$ cat config.mk
export PLATFORM = sky130hd
export DESIGN_NAME = adc_scan_sequencer
export DESIGN_NICKNAME = d
export VERILOG_FILES = /design/src/rtl/adc_scan_pkg.sv /design/src/rtl/adc_avg_acc.sv /design/src/rtl/adc_scan_sequencer.sv
export SDC_FILE = /design/constraint.sdc
export NUM_CORES = 1
export LEC_CHECK = 0
export ABC_AREA = 1
export CELL_PAD_IN_SITES_DETAIL_PLACEMENT = 1
export CELL_PAD_IN_SITES_GLOBAL_PLACEMENT = 2
export CORE_AREA = 2 2 130 132
export CTS_CLUSTER_SIZE = 28
export DETAILED_ROUTE_END_ITERATION = 10
export DIE_AREA = 0 0 132 134
export HOLD_SLACK_MARGIN = 0.12
export MAX_ROUTING_LAYER = met4
export PLACE_DENSITY = 0.94
export SLEW_MARGIN = 20
export SYNTH_ARGS = -nofsm -noshare
export SYNTH_HDL_FRONTEND = slang
export SYNTH_SLANG_ARGS = --single-unit
$ cat constraint.sdc
create_clock -name clk -period 3.35 [get_ports clk]
set_input_delay 0.335 -clock clk [delete_from_list [all_inputs] [get_ports clk]]
set_output_delay 0.335 -clock clk [all_outputs]
set_load 0.05 [all_outputs]
$ cat src/rtl/adc_scan_pkg.sv
// adc_scan_pkg: shared state type, channel constants and width helper for the ADC scan sequencer
package adc_scan_pkg;
  typedef enum logic [1:0] {IDLE, CONVERT, GAP} state_t;
  localparam logic CH0 = 1'b0;
  localparam logic CH1 = 1'b1;
  function automatic int acc_width(input int adc_w, input int avg_log2);
    return adc_w + avg_log2;
  endfunction
endpackage

$ cat src/rtl/adc_avg_acc.sv
// adc_avg_acc: per-channel boxcar accumulator emitting a truncated average every 2^AVG_LOG2 samples
module adc_avg_acc
  import adc_scan_pkg::*;
#(
  parameter int ADC_W    = 13,
  parameter int AVG_LOG2 = 2
) (
  input  logic             clk,
  input  logic             rst,
  input  logic             i_clr,
  input  logic             i_add,
  input  logic [ADC_W-1:0] i_sample,
  output logic             o_done,
  output logic [ADC_W-1:0] o_avg
);
  localparam int ACC_W = acc_width(ADC_W, AVG_LOG2);
  localparam int CNT_W = AVG_LOG2 + 1;
  localparam int N     = 1 << AVG_LOG2;
  logic [ACC_W-1:0] r_acc;
  logic [CNT_W-1:0] r_cnt;
  logic             r_done;
  logic [ADC_W-1:0] r_avg;
  logic [ACC_W-1:0] w_sum;
  logic             w_full;
  assign w_sum  = r_acc + ACC_W'(i_sample);
  assign w_full = int'(r_cnt) == N - 1;
  assign o_done = r_done;
  assign o_avg  = r_avg;
  // accumulate samples; the sample completing a window publishes the average and restarts the window
  always_ff @(posedge clk) begin
    if (rst) begin
      r_acc  <= '0;
      r_cnt  <= '0;
      r_done <= 1'b0;
      r_avg  <= '0;
    end else begin
      r_done <= i_add && w_full && !i_clr;
      if (i_clr) begin
        r_acc <= '0;
        r_cnt <= '0;
      end else if (i_add) begin
        r_acc <= w_full ? '0 : w_sum;
        r_cnt <= w_full ? '0 : r_cnt + CNT_W'(1);
        if (w_full) r_avg <= ADC_W'(w_sum >> AVG_LOG2);
      end
    end
  end
endmodule

$ cat src/rtl/adc_scan_sequencer.sv
// adc_scan_sequencer: alternates MCP0832 conversions on channels 0/1 and publishes per-channel averages
module adc_scan_sequencer
  import adc_scan_pkg::*;
#(
  parameter int ADC_W          = 13,
  parameter int AVG_LOG2       = 2,
  parameter int GAP_CYCLES     = 4,
  parameter int TIMEOUT_CYCLES = 64
) (
  input  logic             clk,
  input  logic             rst,
  input  logic             SCAN_EN,
  output logic             ENABLE,
  output logic             CHANNEL_SELECT,
  input  logic             DONE_RD,
  input  logic [ADC_W-1:0] ADC_VALUE_PORT,
  output logic [ADC_W-1:0] CH0_AVG,
  output logic [ADC_W-1:0] CH1_AVG,
  output logic             AVG_VALID,
  output logic             AVG_CHANNEL,
  output logic             TIMEOUT_ERR
);
  localparam int TO_W  = $clog2(TIMEOUT_CYCLES + 1);
  localparam int GAP_W = $clog2(GAP_CYCLES + 1);
  state_t           r_state;
  logic             r_en;
  logic             r_ch;
  logic             r_err;
  logic             r_add;
  logic             r_add_ch;
  logic [ADC_W-1:0] r_sample;
  logic [TO_W-1:0]  r_to;
  logic [GAP_W-1:0] r_gap;
  logic             w_cap;
  logic             w_to;
  logic             w_clr;
  logic             w_done0;
  logic             w_done1;
  assign w_cap          = r_state == CONVERT && r_en && DONE_RD;
  assign w_to           = r_state == CONVERT && r_en && !DONE_RD && r_to == TO_W'(TIMEOUT_CYCLES - 1);
  assign w_clr          = r_state == IDLE;
  assign ENABLE         = r_en;
  assign CHANNEL_SELECT = r_ch;
  assign TIMEOUT_ERR    = r_err;
  assign AVG_VALID      = w_done0 | w_done1;
  assign AVG_CHANNEL    = w_done1;
  // scan FSM: raise ENABLE, wait for DONE_RD or timeout, toggle channel, hold ENABLE low for the gap
  always_ff @(posedge clk) begin
    if (rst) begin
      r_state  <= IDLE;
      r_en     <= 1'b0;
      r_ch     <= CH0;
      r_err    <= 1'b0;
      r_add    <= 1'b0;
      r_add_ch <= CH0;
      r_sample <= '0;
      r_to     <= '0;
      r_gap    <= '0;
    end else begin
      r_add    <= w_cap;
      r_add_ch <= r_ch;
      r_sample <= ADC_VALUE_PORT;
      case (r_state)
        IDLE: if (SCAN_EN) r_state <= CONVERT;
        CONVERT: begin
          if (!r_en) begin
            r_en <= 1'b1;
            r_to <= '0;
          end else if (w_cap || w_to) begin
            r_en    <= 1'b0;
            r_ch    <= ~r_ch;
            r_gap   <= '0;
            r_err   <= r_err | w_to;
            r_state <= GAP;
          end else begin
            r_to <= r_to + TO_W'(1);
          end
        end
        GAP: begin
          if (r_gap == GAP_W'(GAP_CYCLES - 1)) begin
            r_state <= SCAN_EN ? CONVERT : IDLE;
            r_en    <= SCAN_EN;
            r_to    <= '0;
          end else begin
            r_gap <= r_gap + GAP_W'(1);
          end
        end
        default: r_state <= IDLE;
      endcase
    end
  end
  adc_avg_acc #(.ADC_W(ADC_W), .AVG_LOG2(AVG_LOG2)) u_acc0 (
    .clk(clk), .rst(rst), .i_clr(w_clr), .i_add(r_add && r_add_ch == CH0),
    .i_sample(r_sample), .o_done(w_done0), .o_avg(CH0_AVG)
  );
  adc_avg_acc #(.ADC_W(ADC_W), .AVG_LOG2(AVG_LOG2)) u_acc1 (
    .clk(clk), .rst(rst), .i_clr(w_clr), .i_add(r_add && r_add_ch == CH1),
    .i_sample(r_sample), .o_done(w_done1), .o_avg(CH1_AVG)
  );
endmodule
==> run metrics <==
clock latency on the worst-skew pair=0.36 ns; hold path cells=4; worst hold path startpoint=rst; final period utilization=0.593; worst hold-check path type=input port to register; reg-to-reg endpoint=u_acc0.r_cnt[0]$_SDFFE_PP0P_; Initial Util=0.332; synthesized area=0.00540 sq mm; Worst Clk Skew=0.00779 ns; syn nets=887; met1 usage=0.225; Power Dens Cells=439 mW/mm^2; I/O pin count=48; RSZ-0062 raised after global routing=no; wire length of the first global-routing pass=24,700 microns; CTS sink cnt=94; IO Port Bufs=47; Post-CTS Hold Buffers=0; TritonCTS Buffers=9; cell count after synthesis=832; post-CTS sizing=0; Antenna Cells=0; Max-slew headroom=0.636; FF-to-FF path depth=6; initial antenna violation count=0; Max Slew Vio Count=0; Setup crit start=u_acc1.o_done$_SDFF_PP0_; DRT antenna net count=0; Design Area, Final=0.00638 sq mm; max_cap viols=0; Crit Path Max Fanout=2; total power=2.80 mW; gpl congestion=0.821; Synth top cells by count=nand2_1 (262), inv_1 (136), nor2_1 (119), dfxtp_1 (94), a21oi_1 (52); CTS HTree Levels=3; First DRT Iteration DRCs=125; kind of critical path=register to primary output; most frequent cell after synthesis=nand2_1; total gr overflow=0; number of flops mapped to enable cells by yosys=0; top cell type's share of synthesized area=0.348; Area contributors post-synth=dfxtp_1 (35%), nand2_1 (18%), inv_1 (9.5%); Reg2Reg Launch Point=r_state[0]$_SDFFE_PP0P_; Die Ht=134 microns; GRT met2 Usage=0.296; FF+latch count, synth=94; Final #Nets=932; count of cell types in the netlist=33; outcome=finished, final reports clean; HPWL after DPL=11,200 microns; final setup violation count=0; full die area=0.0177 sq mm; DRT Pass-1 Iters=4; CP arrival=1.65 ns; root buf cell=clkbuf_16; yosys warns=0; Synth Area per Inst=6.49 sq um; Setup Fix Bufs, Post-CTS=0; Rows=47; largest net degree at the start of global routing=49; vias in the first global route=5,094; met3 Usage GRT=0.0253; asr flop ratio synth=0; maximum vdd drop=0.247 mV; post-synth top area cell=dfxtp_1; Worst-path clk slew=0.07 ns; Worst setup EP type=primary output; leakage power=3.19 nW; Die W=132 microns; post-synthesis sequential area ratio=0.348; Least-Margin Pin Slew=0.546 ns; R2R setup slack=1.44 ns; fmax=503 MHz; Area after DPL=0.00608 sq mm; main flop type after synthesis=dfxtp_1; # DRC=0; vias=5,033; wire length per cell=13.4 microns; Via density=4.57; Area Growth Syn to Fin=18.1%; critical path data required time=3.01 ns; Max clock buf depth=2; fin crit period=1.99 ns; CTS tree=yes; Hold Vio Cnt, Final=0; Total GRT Usage=0.180; grt peak-use layer=met2; Routed WL=14,800 microns; Setup crit start kind=register; core area=0.0163 sq mm; layout cell share with drive strength beyond 1=0.0544; Hold Path End=u_acc1.r_cnt[2]$_SDFFE_PP0P_; Setup TNS Final=0 ns
==> worst max-delay path, stage by stage (launching register included) <==
cell and delay (ns):
dfxtp_1 0.31, or2_2 0.28, clkdlybuf4s50_1 0.70
==> metrics by stage <==
stage / hold slack, ns / setup WS [ns] / utilization / cells
6_report: 0.258 / 1.36 / 0.392 / 1102
5_1_grt: 0.283 / 1.19 / 0.392 / 1102
4_1_cts: 0.253 / 1.35 / 0.392 / 1102
3_5_place_dp: 0.440 / 1.41 / 0.374 / 1086
3_3_place_gp: 0.433 / 1.45 / 0.374 / 1086
2_1_floorplan: 0.420 / 1.70 / - / 832
==> report_power, final <==
| part | total, mW | leakage, nW | internal (mW) | switching (mW) |
|---|---|---|---|---|
| logic | 0.547 | 2.28 | 0.180 | 0.367 |
| clock network | 1.04 | 0.149 | 0.568 | 0.470 |
| registers | 1.21 | 0.762 | 1.16 | 0.0476 |
| total | 2.80 | 3.19 | 1.91 | 0.885 |
==> per-layer routing <==
layer | part of all wire | vias up
met4 | 0.018 | 0
met3 | 0.029 | 18
met1 | 0.49 | 2334
met2 | 0.47 | 55
li1 | - | 2626
met5 | 0 | -
==> registers in the layout (all words and copies together), names as in the netlist, 2 cells and up <==
register / count
r_to: 7
r_sample: 13
u_acc1.r_acc: 15
u_acc1.r_cnt: 3
u_acc0.r_acc: 15
r_state: 2
r_gap: 3
u_acc1.o_avg: 13
u_acc0.o_avg: 13
u_acc0.r_cnt: 3
==> worst max-delay path by stage <==
stage | end | depth (start not counted)
3_3_place_gp | u_acc0.r_cnt[0]$_SDFFE_PP0P_ | 6
4_1_cts | AVG_VALID | 2
2_1_floorplan | u_acc1.o_avg[12]$_SDFFE_PP0P_ | 12
5_1_grt | u_acc0.r_cnt[0]$_SDFFE_PP0P_ | 6
6_report | AVG_VALID | 2
3_5_place_dp | u_acc0.r_cnt[0]$_SDFFE_PP0P_ | 6
==> cell families (layout without fill, tap and decap cells) <==
| family | Yosys count | in the layout | synth area share |
|---|---|---|---|
| AO/OA/AOI/OAI | 77 | 77 | 0.0744 |
| AND/OR/NAND/NOR | 447 | 447 | 0.347 |
| flip-flops | 94 | 94 | 0.348 |
| XOR/XNOR | 14 | 14 | 0.0227 |
| adder cells (fa/ha/maj) | 38 | 38 | 0.0908 |
| buffers and inverters | 162 | 212 | 0.117 |
==> area by class of cell <==
class                           instances  area [sq um]
Fill cell                            2146          9910
Sequential cell                        94          1880
Clock buffer                           12           267
Inverter                              146           551
Clock inverter                          4          27.5
Tap cell                              220           275
Multi-Input combinational cell        576          2890
Timing Repair Buffer                   50           488
==> cells in the final DEF (no fill, tap or decap), drive strengths merged <==
cell type,Yosys,final
nor3,1,1
o21ai,19,19
clkdlybuf4s50,0,46
buf,11,4
inv,142,144
xnor2,1,1
fa,2,2
a31oi,1,1
clkinv,4,6
xor2,13,13
dfxtp,94,94
nand3b,7,7
a21oi,54,54
nand2,266,266
nand3,39,39
nand4,6,6
o21a,1,1
or2,3,3
nor2,125,125
clkbuf,5,12
a211oi,2,2
ha,36,36
Power figures use the tool's default switching activity.
